`src/rtl/add_seq32_pkg.sv`:
```
// Shared ALU package: sequencer state encoding, default operand width and
// status-register bit positions for the multi-byte add/sub controller.
package add_seq32_pkg;

  typedef enum logic [1:0] {
    ST_IDLE = 2'd0,
    ST_RUN  = 2'd1,
    ST_DONE = 2'd2
  } state_e;

  localparam int NBYTES_DEFAULT = 4;

  localparam int FLAG_C = 0;
  localparam int FLAG_Z = 1;
  localparam int FLAG_N = 2;
  localparam int FLAG_V = 3;

endpackage

```
`src/rtl/add_seq32_if.sv`:
```
// Operand-request and result handshakes of the multi-byte add/sub sequencer.
interface add_seq32_if #(
  parameter int NBYTES = 4
) ();
  localparam int W = 8 * NBYTES;

  logic         in_valid;
  logic         in_ready;
  logic [W-1:0] a;
  logic [W-1:0] b;
  logic         sub;
  logic         out_valid;
  logic         out_ready;
  logic [W-1:0] result;
  logic         carry;
  logic         flag_z;
  logic         flag_n;
  logic         flag_v;

  modport master (
    output in_valid, a, b, sub, out_ready,
    input  in_ready, out_valid, result, carry, flag_z, flag_n, flag_v
  );

  modport slave (
    input  in_valid, a, b, sub, out_ready,
    output in_ready, out_valid, result, carry, flag_z, flag_n, flag_v
  );
endinterface

```
`src/rtl/add_seq32_adder8.sv`:
```
// Existing 8-bit ripple adder of the ALU datapath, reused one byte per cycle.
module adder8 (
  input  logic [7:0] a_i,
  input  logic [7:0] b_i,
  input  logic       cin_i,
  output logic [7:0] sum_o,
  output logic       cout_o
);

  assign {cout_o, sum_o} = {1'b0, a_i} + {1'b0, b_i} + {8'd0, cin_i};

endmodule

```
`src/rtl/add_seq32.sv`:
```
// Byte-serial NBYTES-wide adder/subtractor around a single adder8.
// Z/N/V flags are generated only when ADD_SEQ_FLAGS_EN is defined.
module add_seq32
  import add_seq32_pkg::*;
#(
  parameter int NBYTES = NBYTES_DEFAULT
) (
  input  logic         clk,
  input  logic         rst,
  add_seq32_if.slave   bus
);

  localparam int W  = 8 * NBYTES;
  localparam int KW = (NBYTES > 1) ? $clog2(NBYTES) : 1;

  state_e          state_q;
  logic [KW-1:0]   k_q;
  logic            in_ready_q;
  logic            out_valid_q;
  logic [W-1:0]    res_q;
  logic [W-1:0]    res_d;
  logic [3:0]      status_q;
  logic [3:0]      status_d;

  logic [W-1:0]    a_q;
  logic [W-1:0]    beff_q;
  logic            sub_q;
  logic            carry_q;

  logic [7:0]      add_a;
  logic [7:0]      add_b;
  logic [7:0]      add_sum;
  logic            add_cin;
  logic            add_cout;
  logic            last_byte;

  adder8 u_adder8 (
    .a_i    (add_a),
    .b_i    (add_b),
    .cin_i  (add_cin),
    .sum_o  (add_sum),
    .cout_o (add_cout)
  );

  // Byte k of the operands feeds the adder; byte 0 takes sub as carry-in so
  // that A + ~B + 1 forms the two's-complement difference.
  always_comb begin
    add_a     = a_q[8*k_q +: 8];
    add_b     = beff_q[8*k_q +: 8];
    add_cin   = (k_q == '0) ? sub_q : carry_q;
    last_byte = (k_q == KW'(NBYTES - 1));

    res_d              = res_q;
    res_d[8*k_q +: 8]  = add_sum;

    status_d           = status_q;
    status_d[FLAG_C]   = add_cout;
`ifdef ADD_SEQ_FLAGS_EN
    status_d[FLAG_Z]   = (res_d == '0);
    status_d[FLAG_N]   = res_d[W-1];
    status_d[FLAG_V]   = (a_q[W-1] == beff_q[W-1]) && (res_d[W-1] != a_q[W-1]);
`else
    status_d[FLAG_Z]   = 1'b0;
    status_d[FLAG_N]   = 1'b0;
    status_d[FLAG_V]   = 1'b0;
`endif
  end

  // Operand capture and inter-byte carry; only meaningful while RUN.
  always_ff @(posedge clk) begin
    if (state_q == ST_IDLE && bus.in_valid) begin
      a_q    <= bus.a;
      beff_q <= bus.b ^ {W{bus.sub}};
      sub_q  <= bus.sub;
    end
    if (state_q == ST_RUN) begin
      carry_q <= add_cout;
    end
  end

  always_ff @(posedge clk) begin
    if (rst) begin
      state_q     <= ST_IDLE;
      k_q         <= '0;
      in_ready_q  <= 1'b1;
      out_valid_q <= 1'b0;
      res_q       <= '0;
      status_q    <= '0;
    end else begin
      case (state_q)
        ST_IDLE: begin
          if (bus.in_valid) begin
            state_q    <= ST_RUN;
            k_q        <= '0;
            in_ready_q <= 1'b0;
          end
        end
        ST_RUN: begin
          res_q <= res_d;
          if (last_byte) begin
            state_q     <= ST_DONE;
            k_q         <= '0;
            out_valid_q <= 1'b1;
            status_q    <= status_d;
          end else begin
            k_q <= k_q + 1'b1;
          end
        end
        ST_DONE: begin
          if (bus.out_ready) begin
            state_q     <= ST_IDLE;
            out_valid_q <= 1'b0;
            in_ready_q  <= 1'b1;
          end
        end
        default: begin
          state_q     <= ST_IDLE;
          k_q         <= '0;
          in_ready_q  <= 1'b1;
          out_valid_q <= 1'b0;
        end
      endcase
    end
  end

  assign bus.in_ready  = in_ready_q;
  assign bus.out_valid = out_valid_q;
  assign bus.result    = res_q;
  assign bus.carry     = status_q[FLAG_C];
  assign bus.flag_z    = status_q[FLAG_Z];
  assign bus.flag_n    = status_q[FLAG_N];
  assign bus.flag_v    = status_q[FLAG_V];

endmodule

```
`src/flat_wrapper.sv`:
```
// flat-port wrapper written by rule: the top's interface ports become plain ports
module add_seq32_flat import add_seq32_pkg::*;
#(
  parameter int NBYTES = NBYTES_DEFAULT
)
  (clk, rst, bus_in_valid, bus_a, bus_b, bus_sub, bus_out_ready, bus_in_ready, bus_out_valid, bus_result, bus_carry, bus_flag_z, bus_flag_n, bus_flag_v);
  add_seq32_if #(.NBYTES(NBYTES)) bus_i ();
  input  logic clk;
  input  logic rst;
  input wire logic [$bits(bus_i.in_valid)-1:0] bus_in_valid;
  input wire logic [$bits(bus_i.a)-1:0] bus_a;
  input wire logic [$bits(bus_i.b)-1:0] bus_b;
  input wire logic [$bits(bus_i.sub)-1:0] bus_sub;
  input wire logic [$bits(bus_i.out_ready)-1:0] bus_out_ready;
  output wire logic [$bits(bus_i.in_ready)-1:0] bus_in_ready;
  output wire logic [$bits(bus_i.out_valid)-1:0] bus_out_valid;
  output wire logic [$bits(bus_i.result)-1:0] bus_result;
  output wire logic [$bits(bus_i.carry)-1:0] bus_carry;
  output wire logic [$bits(bus_i.flag_z)-1:0] bus_flag_z;
  output wire logic [$bits(bus_i.flag_n)-1:0] bus_flag_n;
  output wire logic [$bits(bus_i.flag_v)-1:0] bus_flag_v;
  assign bus_i.in_valid = bus_in_valid;
  assign bus_i.a = bus_a;
  assign bus_i.b = bus_b;
  assign bus_i.sub = bus_sub;
  assign bus_i.out_ready = bus_out_ready;
  assign bus_in_ready = bus_i.in_ready;
  assign bus_out_valid = bus_i.out_valid;
  assign bus_result = bus_i.result;
  assign bus_carry = bus_i.carry;
  assign bus_flag_z = bus_i.flag_z;
  assign bus_flag_n = bus_i.flag_n;
  assign bus_flag_v = bus_i.flag_v;
  add_seq32 #(.NBYTES(NBYTES)) u_core (.clk(clk), .rst(rst), .bus(bus_i));
endmodule
```
`config.mk`:
```
export PLATFORM = sky130hd
export DESIGN_NAME = add_seq32_flat
export DESIGN_NICKNAME = d
export VERILOG_FILES = /design/src/rtl/add_seq32_pkg.sv /design/src/rtl/add_seq32_if.sv /design/src/rtl/add_seq32_adder8.sv /design/src/rtl/add_seq32.sv /design/src/flat_wrapper.sv
export SDC_FILE = /design/constraint.sdc
export NUM_CORES = 1
export LEC_CHECK = 0
export CORE_ASPECT_RATIO = 0.6
export CORE_MARGIN = 10
export CORE_UTILIZATION = 36
export CTS_CLUSTER_SIZE = 40
export DETAILED_ROUTE_END_ITERATION = 8
export HOLD_SLACK_MARGIN = 0.03
export PLACE_DENSITY = 0.67
export RECOVER_POWER = 50
export SLEW_MARGIN = 30
export SYNTH_ARGS = -nofsm -noshare
export SYNTH_HDL_FRONTEND = slang
export SYNTH_SLANG_ARGS = --single-unit
```
`constraint.sdc`:
```
create_clock -name clk -period 10.4 [get_ports clk]
set_clock_uncertainty 0.05 [all_clocks]
set_input_delay 3.12 -clock clk [delete_from_list [all_inputs] [get_ports clk]]
set_output_delay 3.12 -clock clk [all_outputs]
set_load 0.02 [all_outputs]
```
; ---- Word level (Yosys, flattened, before mapping)
; Cells that the tools add are included.
[totals]
word_cells = 51
n_memories = 0
latch_bits = 0
ram_bits = 0
ff_bits = 105
romBits = 0
[classes]
mul = 0
div = 0
n_reduce_logical = 8
n_bitwise = 4
shift = 4
order_cmp = 0
add_sub_neg = 4
n_mux = 15
eq_ne = 6
[ops]
columns = cell, n
row1 = $shiftx 32x6->8, 2
row2 = $neg 5->34, 1
row3 = $shift 8x34->32 const A, 1
row4 = $shiftx 8x34->32, 1
row5 = $bwmux 32, 1
row6 = $xor 32x32->32, 1
row7 = $pmux 2 s3, 2
row8 = $mux 2, 5
row9 = $add 8x8->9, 1
row10 = $add 9x1->9, 1
row11 = $reduce_and 3->1, 3
row12 = $pmux 1 s3, 2
row13 = $mux 1, 5
row14 = $eq 2x2->1 const B, 2
row15 = $logic_not 2->1, 2
row16 = $ne 2x2->1 const B, 2
row17 = $reduce_and 2->1, 2
row18 = $not 1->1, 3
row19 = $add 2x1->2 const B, 1
row20 = $eq 2x1->1 const B, 1
row21 = $ne 2x1->1 const B, 1
row22 = $logic_and 1x1->1, 1

; ---- Longest topological paths before layout
[logic_depth]
ltp_word = 5
ltp_mapped = 12
ltp_nobuf = 10

; ---- Modules after synthesis
; Synthesis repeated with hierarchy kept, for this count alone.
[hier_totals]
hier_cells = 326
area_unflattened_um2 = 4543.1
[by_module_without_submodules]
columns = module, n_inst, area_per_inst_um2, cells_each
row1 = add_seq32, 1, 4211.5, 284
row2 = adder8, 1, 331.6, 42

; ---- Worst setup path before layout
; Ideal clock, no wire load.
[synth_timing]
path_type = in2reg
startpoint = input bus_in_valid
endpoint = register u_core.a_q[0], enable pin
path_stages = 1
slack_ps = 1893
required_time_ps = 9767
arrival_ps = 7873
n_path_buf = 0
cell_sequence = nor3b_1
[synth_between]
elab_chain_cells = 1
[synth_rtl]
columns = element, line_no
row1 = "start, declared", flat_wrapper.sv:10  ; input wire logic [$bits(bus_i.in_valid)-1:0] bus_in_valid;
row2 = $logic_and 1x1->1, add_seq32.sv:71  ; if (state_q == ST_IDLE && bus.in_valid) begin
row3 = "end signal, assigned", add_seq32.sv:72  ; a_q <= bus.a;
row4 = "end, declared", add_seq32.sv:25  ; logic [W-1:0] a_q;
; Every way passes these cells.
; A chain may end at the register's enable or synchronous reset.

==> impl_summary.md <==
Critical path
STA classifies the critical path endpoint as a flop. The highest net fanout along the worst path is 40. The kind of start point of the critical path is an input port. The worst path required time is around 11,000 ps.

By startpoint and endpoint, the worst setup path is classified as input port to flop. The arrival time of the worst setup path is 6220 ps.

Power and ir drop
In this run switching power makes up 26.0% of total power. Cell internal power was estimated by the tool at 712 uW. Per report_power, the sequential group accounts for 49.8% of the total. Summed over all cells, the static leakage comes to 0.00219 uW. Combinational cells account for 17.8% of the total power.

The cell area power density is 158 mW/mm^2. The worst voltage drop across the vdd grid is slightly below 80 uV. Summed over all nets, the switching power comes to 250 uW. The power share of the clock group is 32.4%.

GRT
Entering global routing, the biggest net connects between 60 and 70 pins. The leftover overflow at the end of global routing is 0. The first global-routing pass estimated approximately 18,000 um of wire.

The initial antenna violation count was 0. The number of global-route vias before repair came to 3,242. In the global route stage, overall resource usage came out at 12.4%.

Outcome
The flow ran to the end, but the final reports show violations. The checks that failed: max-capacitance violations, max-slew violations.

Floorplan
For this design the top-level I/O count stands at 107. The area inside the core boundary is 0.0128 mm^2. The die is 108 um tall. The starting density of the core is ~36%. The die covers between 0.015 and 0.02 mm^2. The die boundary width is 167 um. The number of placement rows is 32.

Timing
Setup repair after global routing left no endpoint under its margin. Of the available clock period, the critical path in the final layout requires 58.1%. The number of hold violations in the final report is 0. The setup violation total in the final timing report is 0. The post-route setup TNS is 0 ps.

Static timing analysis puts the maximum clock frequency at 166 MHz. The measured slew at the worst slew-check pin is slightly above 2000 ps. The total count of max-transition violations in the final report was 101. The shortest clock period the worst path allows after layout is 6040 ps.

In this run the tightest slew margin relative to its limit is -36.3%. The final-layout worst hold slack is 424 ps.

Routing
The first routing iteration left 208 violations. The via total after detailed routing is 3,179. After detailed routing, the number of vias per cell comes to 5.07. In the final routed layout, each cell accounts on average for 17.4 um.

The highest metal layer with signal wires is met4. After detailed routing, the number of remaining DRC violations is 0. Summed over all nets, wire length on met3 after detailed routing comes to around 890 um. The wire length after detailed routing is 10,900 um. For this block, wires on met1 add up to 5270 um. The met2 routed wirelength is 4560 um. For this run, the detailed router's first-pass iteration total came to 5. In this run the remaining antenna-violating nets after routing total 0.

Placement
The half-perimeter wire length after detailed placement is 8180 um. The final estimated routing congestion in global placement is between 0.8 and 0.9. Port buffering added roughly 100 buffers. After detailed placement, the design holds a cell count of approximately 600.

Finish
The most frequent standard cell in the layout excluding fill and tap cells is edfxtp_1. From synthesis to final layout, the design area changed by 31.1%. The final layout contains 536 nets. The ratio of cells with drive above 1 in the final layout is 8.32%.

The repair_antennas step left the layout with diodes totalling 0. Once layout is complete, the cells apart from fillers number about 630. Leaving out fill and tap cells, the most frequent cells in the layout are edfxtp_1 (66), clkdlybuf4s50_1 (60), dlygate4sd3_1 (42), nor2_1 (39), dfxtp_1 (39).

Clock tree
Clock latency on the worst-skew pair, taken at its later pin, is ~350 ps. The TritonCTS sink count is 105. The number of buffers inserted for hold repair after clock tree synthesis is 0.

Counting the buffers created by CTS gives 9. The depth of the CTS H-tree is 3. The number of buffers added for setup after CTS is 0.

Gates resized during post-CTS repair numbered 0. The root buffer cell is clkbuf_16. The clock input transition at the sequential cells of the worst setup and hold paths is 70 ps.

No sink is reached through more buffers than the 2 on the longest clock path. The TritonCTS clock tree is built.

Logic synthesis
The share of synthesized registers carrying an async set or reset is 0%. During synthesis, Yosys emitted a total of 0 warnings. The count of state elements after synthesis is 105. The number of cells produced by synthesis is 350. The per-instance average area after synthesis is around 13 um^2. The register area share after synthesis is 59.3%. The leading register cell type out of synthesis is edfxtp_1. The synthesized design contains 66 enable-type register cells. The netlist area before placement is 0.00466 mm^2. The number of distinct library cell variants in the gate-level netlist after synthesis is 49.

Min path
The worst hold-check path type is flop to flop.

Job
Across the run, the number of max-cap violations was 3.
routing by layer:
| layer | global-route usage [%] | up-vias |
|---|---|---|
| li1 | - | 1503 |
| met1 | 17.0 | 1524 |
| met2 | 17.4 | 135 |
| met3 | 4.89 | 17 |
| met4 | 3.93 | 0 |
| met5 | 0 | - |
state kept, by name, indices dropped and copies added (netlist names):
| register | count |
|---|---|
| u_core.k_q | 2 |
| u_core.status_q | 1 |
| u_core.beff_q | 32 |
| u_core.sub_q | 1 |
| u_core.bus.out_valid | 1 |
| u_core.a_q | 32 |
| u_core.state_q | 2 |
| u_core.bus.in_ready | 1 |
| u_core.bus.result | 32 |
| u_core.carry_q | 1 |
Yosys cell counts (all sizes together), types with 2 or more instances:
cell type	number	area share (%)
nor4b	2	0.38
xor2	32	6.0
dfxtp	39	17
and4	2	0.38
and3	3	0.40
edfxtp	66	43
nand3	2	0.21
nand2b	3	0.40
nand2	15	1.4
a2bb2oi	2	0.38
clkbuf	2	0.16
nor2b	4	0.59
o21a	4	0.64
a311oi	2	0.38
a22o	4	0.75
o31a	2	0.38
nand4	3	0.40
a22oi	10	1.6
fa	2	0.86
nor2	39	3.1
inv	11	0.89
nor3	6	0.64
mux4	16	7.7
a21oi	17	1.8
nor3b	4	0.64
o21ai	9	0.97
a311o	3	0.64
a32oi	4	0.75
buf	16	1.9
ha	13	3.5
critical path: stages:
cell and delay [ps]:
dlygate4sd3_1 520, clkbuf_1 1240, inv_1 480, a311oi_1 410, o311a_1 310, o21ai_0 120
power by group through the flow:
stage	logic [uW]	registers [uW]	clock network (uW)
after global routing	188	481	340
final	171	479	312
after floorplan	104	493	0
after detailed placement	175	489	0
after CTS	175	479	321
after global placement	170	488	0
logic make-up after synthesis:
kind of cell	Yosys count	share of synthesized area (%)
AND/OR/NAND/NOR	88	9.61
flip-flops	105	59.3
multiplexers	17	7.95
AO/OA/AOI/OAI	62	9.61
other	1	0.0805
XOR/XNOR	33	6.20
adder cells (fa/ha/maj)	15	4.35
buffers and inverters	29	2.90
through the flow:
step | power [uW] | cell area, um^2 | setup WS, ps | util [%]
final | 962 | 6110 | 4360 | 47.8
after global routing | 1010 | 6110 | 4030 | 47.8
after CTS | 975 | 6120 | 5660 | 47.9
after detailed placement | 664 | 5850 | 5300 | 45.8
after global placement | 658 | 5850 | 5390 | 45.8
after floorplan | 597 | 4670 | 1890 | -
worst paths after layout:
kind	startpoint	endpoint	slack [ps]	depth (start not counted)
worst min-delay path	u_core.bus.result[29]	u_core.bus.result[29]	420	2
worst max register to register	u_core.k_q[0]	u_core.bus.result[22]	6130	10
worst min register to register	u_core.bus.result[29]	u_core.bus.result[29]	420	2
worst max-delay path	rst	u_core.bus.result[21]	4360	6
final cells by class:
| type | instances | area, um^2 |
|---|---|---|
| fill | 1114 | 6670 |
| sequential | 105 | 2760 |
| multi-input combinational | 218 | 1770 |
| timing repair buffer | 107 | 1050 |
| clock buffer | 10 | 229 |
| tap | 170 | 213 |
| clock inverter | 6 | 42.5 |
| inverter | 11 | 41.3 |
(Power assumes the default switching activity.)
